===== src/rtl/vga_pkg.sv =====
// Shared VGA timing defaults and framebuffer coordinate types for the
// scanout, the line drawer and the framebuffer.
package vga_pkg;
  localparam int DEF_H_VIS  = 640;
  localparam int DEF_H_FP   = 16;
  localparam int DEF_H_SYNC = 96;
  localparam int DEF_H_BP   = 48;
  localparam int DEF_V_VIS  = 480;
  localparam int DEF_V_FP   = 10;
  localparam int DEF_V_SYNC = 2;
  localparam int DEF_V_BP   = 33;

  localparam int H_TOTAL      = DEF_H_VIS + DEF_H_FP + DEF_H_SYNC + DEF_H_BP;
  localparam int V_TOTAL      = DEF_V_VIS + DEF_V_FP + DEF_V_SYNC + DEF_V_BP;
  localparam int H_SYNC_START = DEF_H_VIS + DEF_H_FP;
  localparam int H_SYNC_END   = H_SYNC_START + DEF_H_SYNC - 1;
  localparam int V_SYNC_START = DEF_V_VIS + DEF_V_FP;
  localparam int V_SYNC_END   = V_SYNC_START + DEF_V_SYNC - 1;

  localparam int CNT_W = 10;

  typedef logic [9:0]       coord_x_t;
  typedef logic [8:0]       coord_y_t;
  typedef logic [CNT_W-1:0] cnt_t;
endpackage


===== src/rtl/vga_sync_gen.sv =====
// Pixel phase, h/v raster counters and the sync/visible/frame-wrap decode.
module vga_sync_gen
  import vga_pkg::*;
#(
  parameter int H_VIS  = DEF_H_VIS,
  parameter int H_FP   = DEF_H_FP,
  parameter int H_SYNC = DEF_H_SYNC,
  parameter int H_BP   = DEF_H_BP,
  parameter int V_VIS  = DEF_V_VIS,
  parameter int V_FP   = DEF_V_FP,
  parameter int V_SYNC = DEF_V_SYNC,
  parameter int V_BP   = DEF_V_BP
) (
  input  logic     clk,
  input  logic     reset_n,
  output logic     ph,
  output coord_x_t x,
  output coord_y_t y,
  output logic     visible,
  output logic     hsync_n,
  output logic     vsync_n,
  output logic     frame_wrap
);
  localparam int   LINE_LEN    = H_VIS + H_FP + H_SYNC + H_BP;
  localparam int   FRAME_LINES = V_VIS + V_FP + V_SYNC + V_BP;
  localparam cnt_t H_LAST   = cnt_t'(LINE_LEN - 1);
  localparam cnt_t V_LAST   = cnt_t'(FRAME_LINES - 1);
  localparam cnt_t H_VIS_C  = cnt_t'(H_VIS);
  localparam cnt_t V_VIS_C  = cnt_t'(V_VIS);
  localparam cnt_t HS_START = cnt_t'(H_VIS + H_FP);
  localparam cnt_t HS_END   = cnt_t'(H_VIS + H_FP + H_SYNC - 1);
  localparam cnt_t VS_START = cnt_t'(V_VIS + V_FP);
  localparam cnt_t VS_END   = cnt_t'(V_VIS + V_FP + V_SYNC - 1);

  cnt_t h_cnt, v_cnt;

  // Counters step only on the edge that closes phase 1 of a pixel.
  always_ff @(posedge clk or negedge reset_n) begin
    if (!reset_n) begin
      ph    <= 1'b0;
      h_cnt <= '0;
      v_cnt <= '0;
    end else begin
      ph <= ~ph;
      if (ph) begin
        if (h_cnt == H_LAST) begin
          h_cnt <= '0;
          v_cnt <= (v_cnt == V_LAST) ? '0 : v_cnt + 1'b1;
        end else begin
          h_cnt <= h_cnt + 1'b1;
        end
      end
    end
  end

  assign x          = coord_x_t'(h_cnt);
  assign y          = v_cnt[8:0];
  assign visible    = (h_cnt < H_VIS_C) && (v_cnt < V_VIS_C);
  assign hsync_n    = !((h_cnt >= HS_START) && (h_cnt <= HS_END));
  assign vsync_n    = !((v_cnt >= VS_START) && (v_cnt <= VS_END));
  assign frame_wrap = ph && (h_cnt == H_LAST) && (v_cnt == V_LAST);
endmodule


===== src/rtl/vga_scanout.sv =====
// Framebuffer read side: drives the read port from the raster position and
// registers colour/blank/sync onto the VGA DAC pins once per pixel period.
module vga_scanout
  import vga_pkg::*;
#(
  parameter int          H_VIS    = DEF_H_VIS,
  parameter int          H_FP     = DEF_H_FP,
  parameter int          H_SYNC   = DEF_H_SYNC,
  parameter int          H_BP     = DEF_H_BP,
  parameter int          V_VIS    = DEF_V_VIS,
  parameter int          V_FP     = DEF_V_FP,
  parameter int          V_SYNC   = DEF_V_SYNC,
  parameter int          V_BP     = DEF_V_BP,
  parameter logic [23:0] FG_COLOR = 24'hFFFFFF,
  parameter logic [23:0] BG_COLOR = 24'h000000
) (
  input  logic       clk,
  input  logic       reset_n,
  output logic       rd_en,
  output logic [9:0] rd_x,
  output logic [8:0] rd_y,
  input  logic       rd_data,
  output logic [7:0] VGA_R,
  output logic [7:0] VGA_G,
  output logic [7:0] VGA_B,
  output logic       VGA_CLK,
  output logic       VGA_HS,
  output logic       VGA_VS,
  output logic       VGA_BLANK_n,
  output logic       VGA_SYNC_n,
  output logic       frame_start
);
  logic     ph, visible, hsync_n, vsync_n, frame_wrap;
  coord_x_t x;
  coord_y_t y;

  vga_sync_gen #(
    .H_VIS(H_VIS), .H_FP(H_FP), .H_SYNC(H_SYNC), .H_BP(H_BP),
    .V_VIS(V_VIS), .V_FP(V_FP), .V_SYNC(V_SYNC), .V_BP(V_BP)
  ) u_sync (
    .clk(clk), .reset_n(reset_n), .ph(ph), .x(x), .y(y), .visible(visible),
    .hsync_n(hsync_n), .vsync_n(vsync_n), .frame_wrap(frame_wrap)
  );

  // Gated by reset_n so the strobe is quiet while held in reset even though
  // the counters already sit on a visible pixel.
  assign rd_en      = reset_n && !ph && visible;
  assign rd_x       = x;
  assign rd_y       = y;
  assign VGA_CLK    = ph;
  assign VGA_SYNC_n = 1'b0;

  // Load at the end of phase 1, i.e. on the VGA_CLK falling edge.
  always_ff @(posedge clk or negedge reset_n) begin
    if (!reset_n) begin
      {VGA_R, VGA_G, VGA_B} <= 24'h0;
      VGA_BLANK_n <= 1'b0;
      VGA_HS      <= 1'b1;
      VGA_VS      <= 1'b1;
      frame_start <= 1'b0;
    end else begin
      frame_start <= frame_wrap;
      if (ph) begin
        {VGA_R, VGA_G, VGA_B} <= visible ? (rd_data ? FG_COLOR : BG_COLOR) : 24'h0;
        VGA_BLANK_n <= visible;
        VGA_HS      <= hsync_n;
        VGA_VS      <= vsync_n;
      end
    end
  end
endmodule


===== config.mk =====
export PLATFORM = sky130hd
export DESIGN_NAME = vga_scanout
export DESIGN_NICKNAME = d
export VERILOG_FILES = /design/src/rtl/vga_pkg.sv /design/src/rtl/vga_sync_gen.sv /design/src/rtl/vga_scanout.sv
export SDC_FILE = /design/constraint.sdc
export NUM_CORES = 1
export LEC_CHECK = 0
export CAP_MARGIN = 15
export CORE_MARGIN = 2
export CORE_UTILIZATION = 41
export DETAILED_ROUTE_END_ITERATION = 12
export GPL_ROUTABILITY_DRIVEN = 0
export HOLD_SLACK_MARGIN = 0.08
export PLACE_DENSITY = 0.76
export SYNTH_ARGS = -nofsm -noshare
export SYNTH_HDL_FRONTEND = slang
export SYNTH_SLANG_ARGS = --single-unit

===== constraint.sdc =====
create_clock -name clk -period 2.42 [get_ports clk]
set_clock_uncertainty 0.15 [all_clocks]
set_input_delay 0.242 -clock clk [delete_from_list [all_inputs] [get_ports clk]]
set_output_delay 0.242 -clock clk [all_outputs]
set_load 0.05 [all_outputs]

Word-level counts from Yosys, hierarchy flattened
Cells that the tools add are included.
- word-level logic and storage cells: 36
- input port bits: 3
- register bits after elaboration: 49
- bitwise operators: 1
- multiplexer cells: 4
- reduce and logical (&&, ||, !) cells: 11
- add/sub/neg operators: 2
- equality and inequality tests: 2
- order comparisons: 6
- operators with widths (kind ; count):
    two-way mux 24 bit ; 2
    adder 10 x 1 -> 10 bit, second input constant ; 2
    equality test 10 bit, second input constant ; 2
    two-way mux 10 bit ; 2
    >= comparator 10 bit, second input constant ; 1
    >= comparator 10 x 9 -> 1 bit, second input constant ; 1
    <= comparator 10 bit, second input constant ; 1
    <= comparator 10 x 9 -> 1 bit, second input constant ; 1
    < comparator 10 bit, second input constant ; 1
    < comparator 10 x 9 -> 1 bit, second input constant ; 1
    logical AND 1 bit ; 7
    logical NOT 1 bit ; 3
    AND reduction 2 bit ; 1
    inverter 1 bit ; 1

Logic depth before layout (Yosys ltp)
- word-level depth: 3
- depth in mapped cells: 6
- gate-level depth less buffers: 6

By module
A second synthesis with hierarchy kept.
- cell total of the unflattened synthesis: 164
- area total of the unflattened synthesis: 1616.6 µm²
- modules (own cells, without submodules) (module ; area each (µm²) ; cells an instance ; instances ; seq. area each (µm²)):
    vga_sync_gen ; 1249.9 ; 126 ; 1 ; 525.5
    vga_scanout ; 366.6 ; 38 ; 1 ; 127.6

Worst setup path before layout
OpenSTA, ideal clock, no wires.
- path type: register to register
- from: register u_sync.h_cnt[5] (netlist: u_sync.x[5])
- to: register u_sync.v_cnt[9]
- stages on the path, launching flop included: 7
- library setup time: 0.077 ns
- arrival: 2.368 ns
- path slack: -0.176 ns
- path through: dfrtp_1 buf_6 or4b_1 buf_2 or3_4 or4_1 a21oi_1
- cells in the longest elaborated chain, start to end: 2
- ends and longest elaborated chain (element ; line ; text):
    start, declared ; vga_sync_gen.sv:35 ; cnt_t h_cnt, v_cnt;
    start signal, assigned ; vga_sync_gen.sv:50 ; h_cnt <= h_cnt + 1'b1;
    equality test 10 bit ; vga_sync_gen.sv:46 ; if (h_cnt == H_LAST) begin
    AND reduction 2 bit (no line) ; -- ;
    end signal, assigned ; vga_sync_gen.sv:48 ; v_cnt <= (v_cnt == V_LAST) ? '0 : v_cnt + 1'b1;
    end, declared ; vga_sync_gen.sv:35 ;
No other way between the ends.
A chain may end at the register's enable or synchronous reset.

Final worst setup path
- from: register u_sync.h_cnt[6] (netlist: u_sync.x[6])
- to: register u_sync.v_cnt[9]
Same word-level chain as after synthesis.

==> qor.yml <==
rsz0062_at_grt: "no"
dp_cells: 234
mostFrequentLayoutCells: "clkdlybuf4s50_1 (50), dfrtp_1 (19), nor2_1 (14), nand2_1 (13), xnor2_1 (10)"
wire_per_inst_um: 12.64
r2r_end: "u_sync.v_cnt[9]"
setup_viol: 0
grt_pass1_wl_um: 4919
cts_tree: "done"
root_buffer: "clkbuf_8"
synth.distinct_cells: 33
critical_path.startpoint_type: "register"
h-tree-depth: 1
place_hpwl_um: 2244
synth_top_family_by_area: "simple AND/OR/NAND/NOR gates"
grt_pass1_vias: 1085
drc: 0
synth_compound_area_share_pct: 4.915
syn_nets: 173
tightest_slew_ns: 0.5038
p_leak_nw: 0.8160
drt-pass1-iter-count: 4
vias_per_cell: 5.034
timing.slew.headroom_pct: 66.31
slowest_delay_ns: 0.54
synthXorXnorAreaFrac_pct: 7.897
final_cells: 238
cpMaxStageDelayCell: "or4b_1"
postCtsHoldBufs: 0
ios: 53
antennaDiodeCount: 0
ys.flop_type: "dfrtp_1"
grt_max_degree: 27
clk_pin_slew_ns: 0.09
reg2regPathDepth: 4
fin_util_pct: 54.10
final_common_cell: "clkdlybuf4s50_1"
port_buffers: 51
fin_tns_setup_ns: 0
final_max_slew_viol_count: 0
fmax_mhz: 435.2
critPathKind: "reg2reg"
grt_overflow_total: 0
floorplan.die_area_sq_um: 4295
gr-usage-all-layers_pct: 14.87
ant_nets: 0
synth-simple-area-share_pct: 21.92
hp-class: "in2async"
crit_arrival_ns: 2.35
clock_path_buffers: 2
synthCells: 165
drtIter0Drc: 32
p_total_mw: 0.8568
core_region_area_sq_um: 3661
post_cts_buffers: 0
start_util_pct: 42.41
insertion_delay_ns: 0.28
avgSynthCellArea_sq_um: 9.411
ys_seq_elements: 26
ys_seq_area_share_pct: 42.06
fin_crit_sh_pct: 94.96
status: "complete, no violations"
rows: 22
p_per_area_nw_per_um2: 432.6
wirelength_um: 3008
end_kind: "register"
numClockSinks: 26
nets: 199
synth_edf_count: 0
r2r-start: "u_sync.x[6]"
drv_cap: 0
synthAdderAreaFrac_pct: 4.029
fp.dieW_um: 65.54
critical_path.cell_chain: "or4b_1 -> or3_4 -> or4_1 -> a21oi_1"
synthMuxAreaShare_pct: 0
numCtsBuffers: 3
antenna_found_initial: 0
synth-warning-count: 0
fin_crit_ns: 2.298
hold_viol: 0
worstPathRequired_ns: 2.47
drive_gt1_share_pct: 12.63
die_h_um: 65.54
worst-path-max-fanout: 8
synth_area_sq_um: 1553
vias: 1198
rrSetupSlack_ns: 0.12
peakVddDrop_v: 0.0001903
area_growth_pct: 27.56
synth-async-reset-ratio_pct: 100.0
post_dp_cell_area_sq_um: 1924
final_area_sq_um: 1981
## synthesized netlist by cell type, types with 4 or more instances
cell type,n,area share (%)
nand2_1,13,3.1
buf_4,33,16
ha_1,5,4.0
nand4_1,7,2.8
nor2_1,14,3.4
dfrtp_1,24,39
nor4_1,4,1.6
nor3_1,7,2.3
xnor2_1,10,5.6
nand3_1,6,1.9
o21ai_0,7,2.3
xor2_1,4,2.3
inv_1,6,1.5
## worst max-delay path by stage
stage,endpoint,from,cells past startpoint
finish,u_sync.v_cnt[9],u_sync.x[6],4
CTS,VGA_B[7],VGA_R[6],1
detailed placement,u_sync.v_cnt[9],u_sync.x[6],4
global route,u_sync.v_cnt[9],u_sync.x[6],4
global placement,u_sync.v_cnt[9],u_sync.x[6],4
floorplan,u_sync.v_cnt[9],u_sync.x[5],6
## critical path, delay by kind of cell, from the launching register on
| family | cells | cell delay [ns] |
|---|---|---|
| compound gates | 1 | 0.15 |
| flops | 1 | 0.46 |
| simple gates | 3 | 1.46 |
## kinds of logic after synthesis
group | count (synthesis)
simple gates | 63
buf+inv | 43
flops | 26
xor+xnor | 14
compound gates | 13
fa+ha+maj | 5
other cells | 1
## per-layer routing
| layer | global-route usage [%] | part of all wire, % | vias up |
|---|---|---|---|
| met5 | 0 | 0 | - |
| met4 | 9.375 | 2.4 | 0 |
| met3 | 2.740 | 6.6 | 6 |
| met2 | 22.70 | 43 | 53 |
| met1 | 19.37 | 48 | 560 |
| li1 | - | - | 579 |
## flip-flops by register name (all words and copies together), names as in the netlist
signal / cells
u_sync.v_cnt: 10
u_sync.x: 10
VGA_BLANK_n: 1
VGA_HS: 1
VGA_R: 1
VGA_VS: 1
frame_start: 1
u_sync.ph: 1
## report_power, final
part	switching, mW	total [mW]	internal [mW]
clock	0.140	0.286	0.146
combinational	0.0939	0.131	0.0375
sequential	0.00466	0.440	0.435
## what timing repair did
item	in CTS	in global routing
endpoints found under the hold margin	0	0
setup endpoints to repair	0	24
gates resized for setup	0	1
## cell type report
cell class / count / area, sq um
fill: 318 / 1680
clock buffer: 4 / 55.05
multi-input combinational: 96 / 610.6
sequential: 26 / 659.4
inverter: 6 / 22.52
tap: 48 / 60.06
timing repair buffer: 58 / 573.1
## stage by stage
step,hold WS (ns),setup slack [ns]
after global placement,0.3314,0.1863
after floorplan,-0.2036,-0.07911
after detailed placement,0.3285,0.1438
after global routing,0.2563,0.05279
final,0.2203,0.1220
after CTS,0.2403,0.06196
(Power assumes the default switching activity.)
==> patch (same settings) <==
Set the package constant `CNT_W` to 14 (it was 10).
--- a/src/rtl/vga_pkg.sv
+++ b/src/rtl/vga_pkg.sv
@@ -19,3 +19,3 @@
 
-  localparam int CNT_W = 10;
+  localparam int CNT_W = 14;
 
Formal check against the unedited RTL: same outputs for any inputs over 10 cycles, from zero or initial values and one cycle with reset_n low; that may be too few to reach the edited logic, so the function may still have changed.
==> patch against the original RTL <==
  * Global-route usage down 0.26 points
  * Synthesized cell count up 45%
  * Sequential share of layout area down 0.41 points
  * Wire length up 41%
  * Cell count up 34%
  * Power up 42%
  * Design area up 31%
  * Sequential cell count up 8
  * Area after synthesis up 46%
  * Critical endpoint is now rd_en
  * Worst setup slack worse by 0.0014 ns
==> patch: results (changes against the original RTL) <==
[status]
run_status = complete, no violations

[pwr]
peakVddDrop_mv = 0.306  ; +61%
p_leak_nw = 1.06  ; +30%

[drt]
vias = 1642  ; +37%
drt_pass1_iterations = 6  ; +2
totalWireLength_um = 4230  ; +41%
initialDrtViolationCount = 67  ; +110%

[worst_setup_path]
critPathLaunch = u_sync.v_cnt[12]
cp.arrival_ns = 1.91  ; -0.44 ns
r2r-start = u_sync.v_cnt[0]
worstPathMaxFanout = 3  ; -5

[timing]
maxSlewHeadroom_pct = 66.2  ; about the same

[clocking]
cts_max_level = 2  ; +1
clock_latency_ns = 0.30  ; +0.02 ns
numCtsBuffers = 5  ; +2

[synthesis]
ys_seq_area_share_pct = 37.6  ; -4.4 points
synth_top_cells_by_count = 45 x buf_4, 32 x dfrtp_1, 15 x nand3_1, 14 x nand2_1, 13 x inv_1
synthesis.nets = 247  ; +43%
synth_cell_types = 47  ; +42%

[global_routing]
grtUsageTotal_pct = 14.6  ; -0.26 points
grt_start_max_net_pins = 35  ; +30%
grt_pass1_vias = 1531  ; +41%
grt_pass1_wl_um = 7130  ; +45%

[placement]
dpl_cell_area_um2 = 2480  ; +29%
dp_hpwl_um = 3030  ; +35%

[finish]
fillers = 504  ; +58%

==> patch: cell types whose count changed after synthesis, sizes merged, moves of 4 or more <==
cell	change
buf	+14
a21oi	+9
mux2i	+9
nand3	+9
dfrtp	+8
and3	+7
inv	+7
nand4	+5
nor2	-5
and4	+4
==> patch: area by class of cell <==
type | count | area (um2) | area share [%]
Clock buffer | 5 | 68.8 | 2.65
Clock inverter | 3 | 40.0 | 1.54
Inverter | 13 | 48.8 | 1.88
Multi-Input combinational cell | 137 | 946 | 36.4
Sequential cell | 34 | 855 | 32.9
Tap cell | 72 | 90.1 | 3.47
Timing Repair Buffer | 55 | 551 | 21.2
==> patch: logic make-up after synthesis <==
group,Yosys count,share of synthesized area [%]
fa+ha+maj,5,2.76
other cells,1,0.165
flops,34,37.6
buf+inv,68,21.0
mux,10,4.47
xor+xnor,12,4.63
simple gates,87,24.1
compound gates,22,5.29
==> patch: worst max-delay path, cell delays in order, from the launching register on <==
cell and delay, ns:
dfrtp_1 0.42, nor4_2 0.33, nor2b_1 0.22, and4bb_2 0.28, and3_1 0.22, buf_12 0.15
==> patch: path summary, 6_finish.rpt <==
kind	end	slack [ns]
worst max-delay path	rd_en	0.12
worst min-delay path	u_sync.h_cnt[8]	0.26
worst max register to register	u_sync.v_cnt[9]	0.42
worst min register to register	VGA_HS	0.35
max in group asynchronous	VGA_HS	1.51
min in group clk	VGA_HS	0.35
==> patch: per-stage QoR <==
step	std cells	setup slack [ns]	power, W	util [%]	hold WS, ns
global placement	311	0.395	0.000720	45.6	0.330
CTS	319	0.00258	0.00123	47.6	0.282
detailed placement	311	0.322	0.000721	45.6	0.332
floorplan	239	0.459	0.000694	-	-0.204
global route	319	0.00975	0.00126	47.8	0.317
finish	319	0.121	0.00122	47.8	0.264
==> patch: layer usage <==
metal  track usage (%)  part of all wire (%)  vias to the layer above
met2              23.7                    48                       50
met4              7.19                   1.5                        0
li1                  -                     -                      792
met1              18.3                    46                      794
met3              3.45                   4.8                        6
met5                 0                     0                        -
==> patch: power by group through the flow <==
stage | clock network [W] | registers (W) | logic [W]
after CTS | 0.000522 | 0.000574 | 0.000136
after detailed placement | 0 | 0.000585 | 0.000136
after global routing | 0.000543 | 0.000575 | 0.000140
after global placement | 0 | 0.000584 | 0.000135
after floorplan | 0 | 0.000587 | 0.000107
final | 0.000510 | 0.000574 | 0.000134
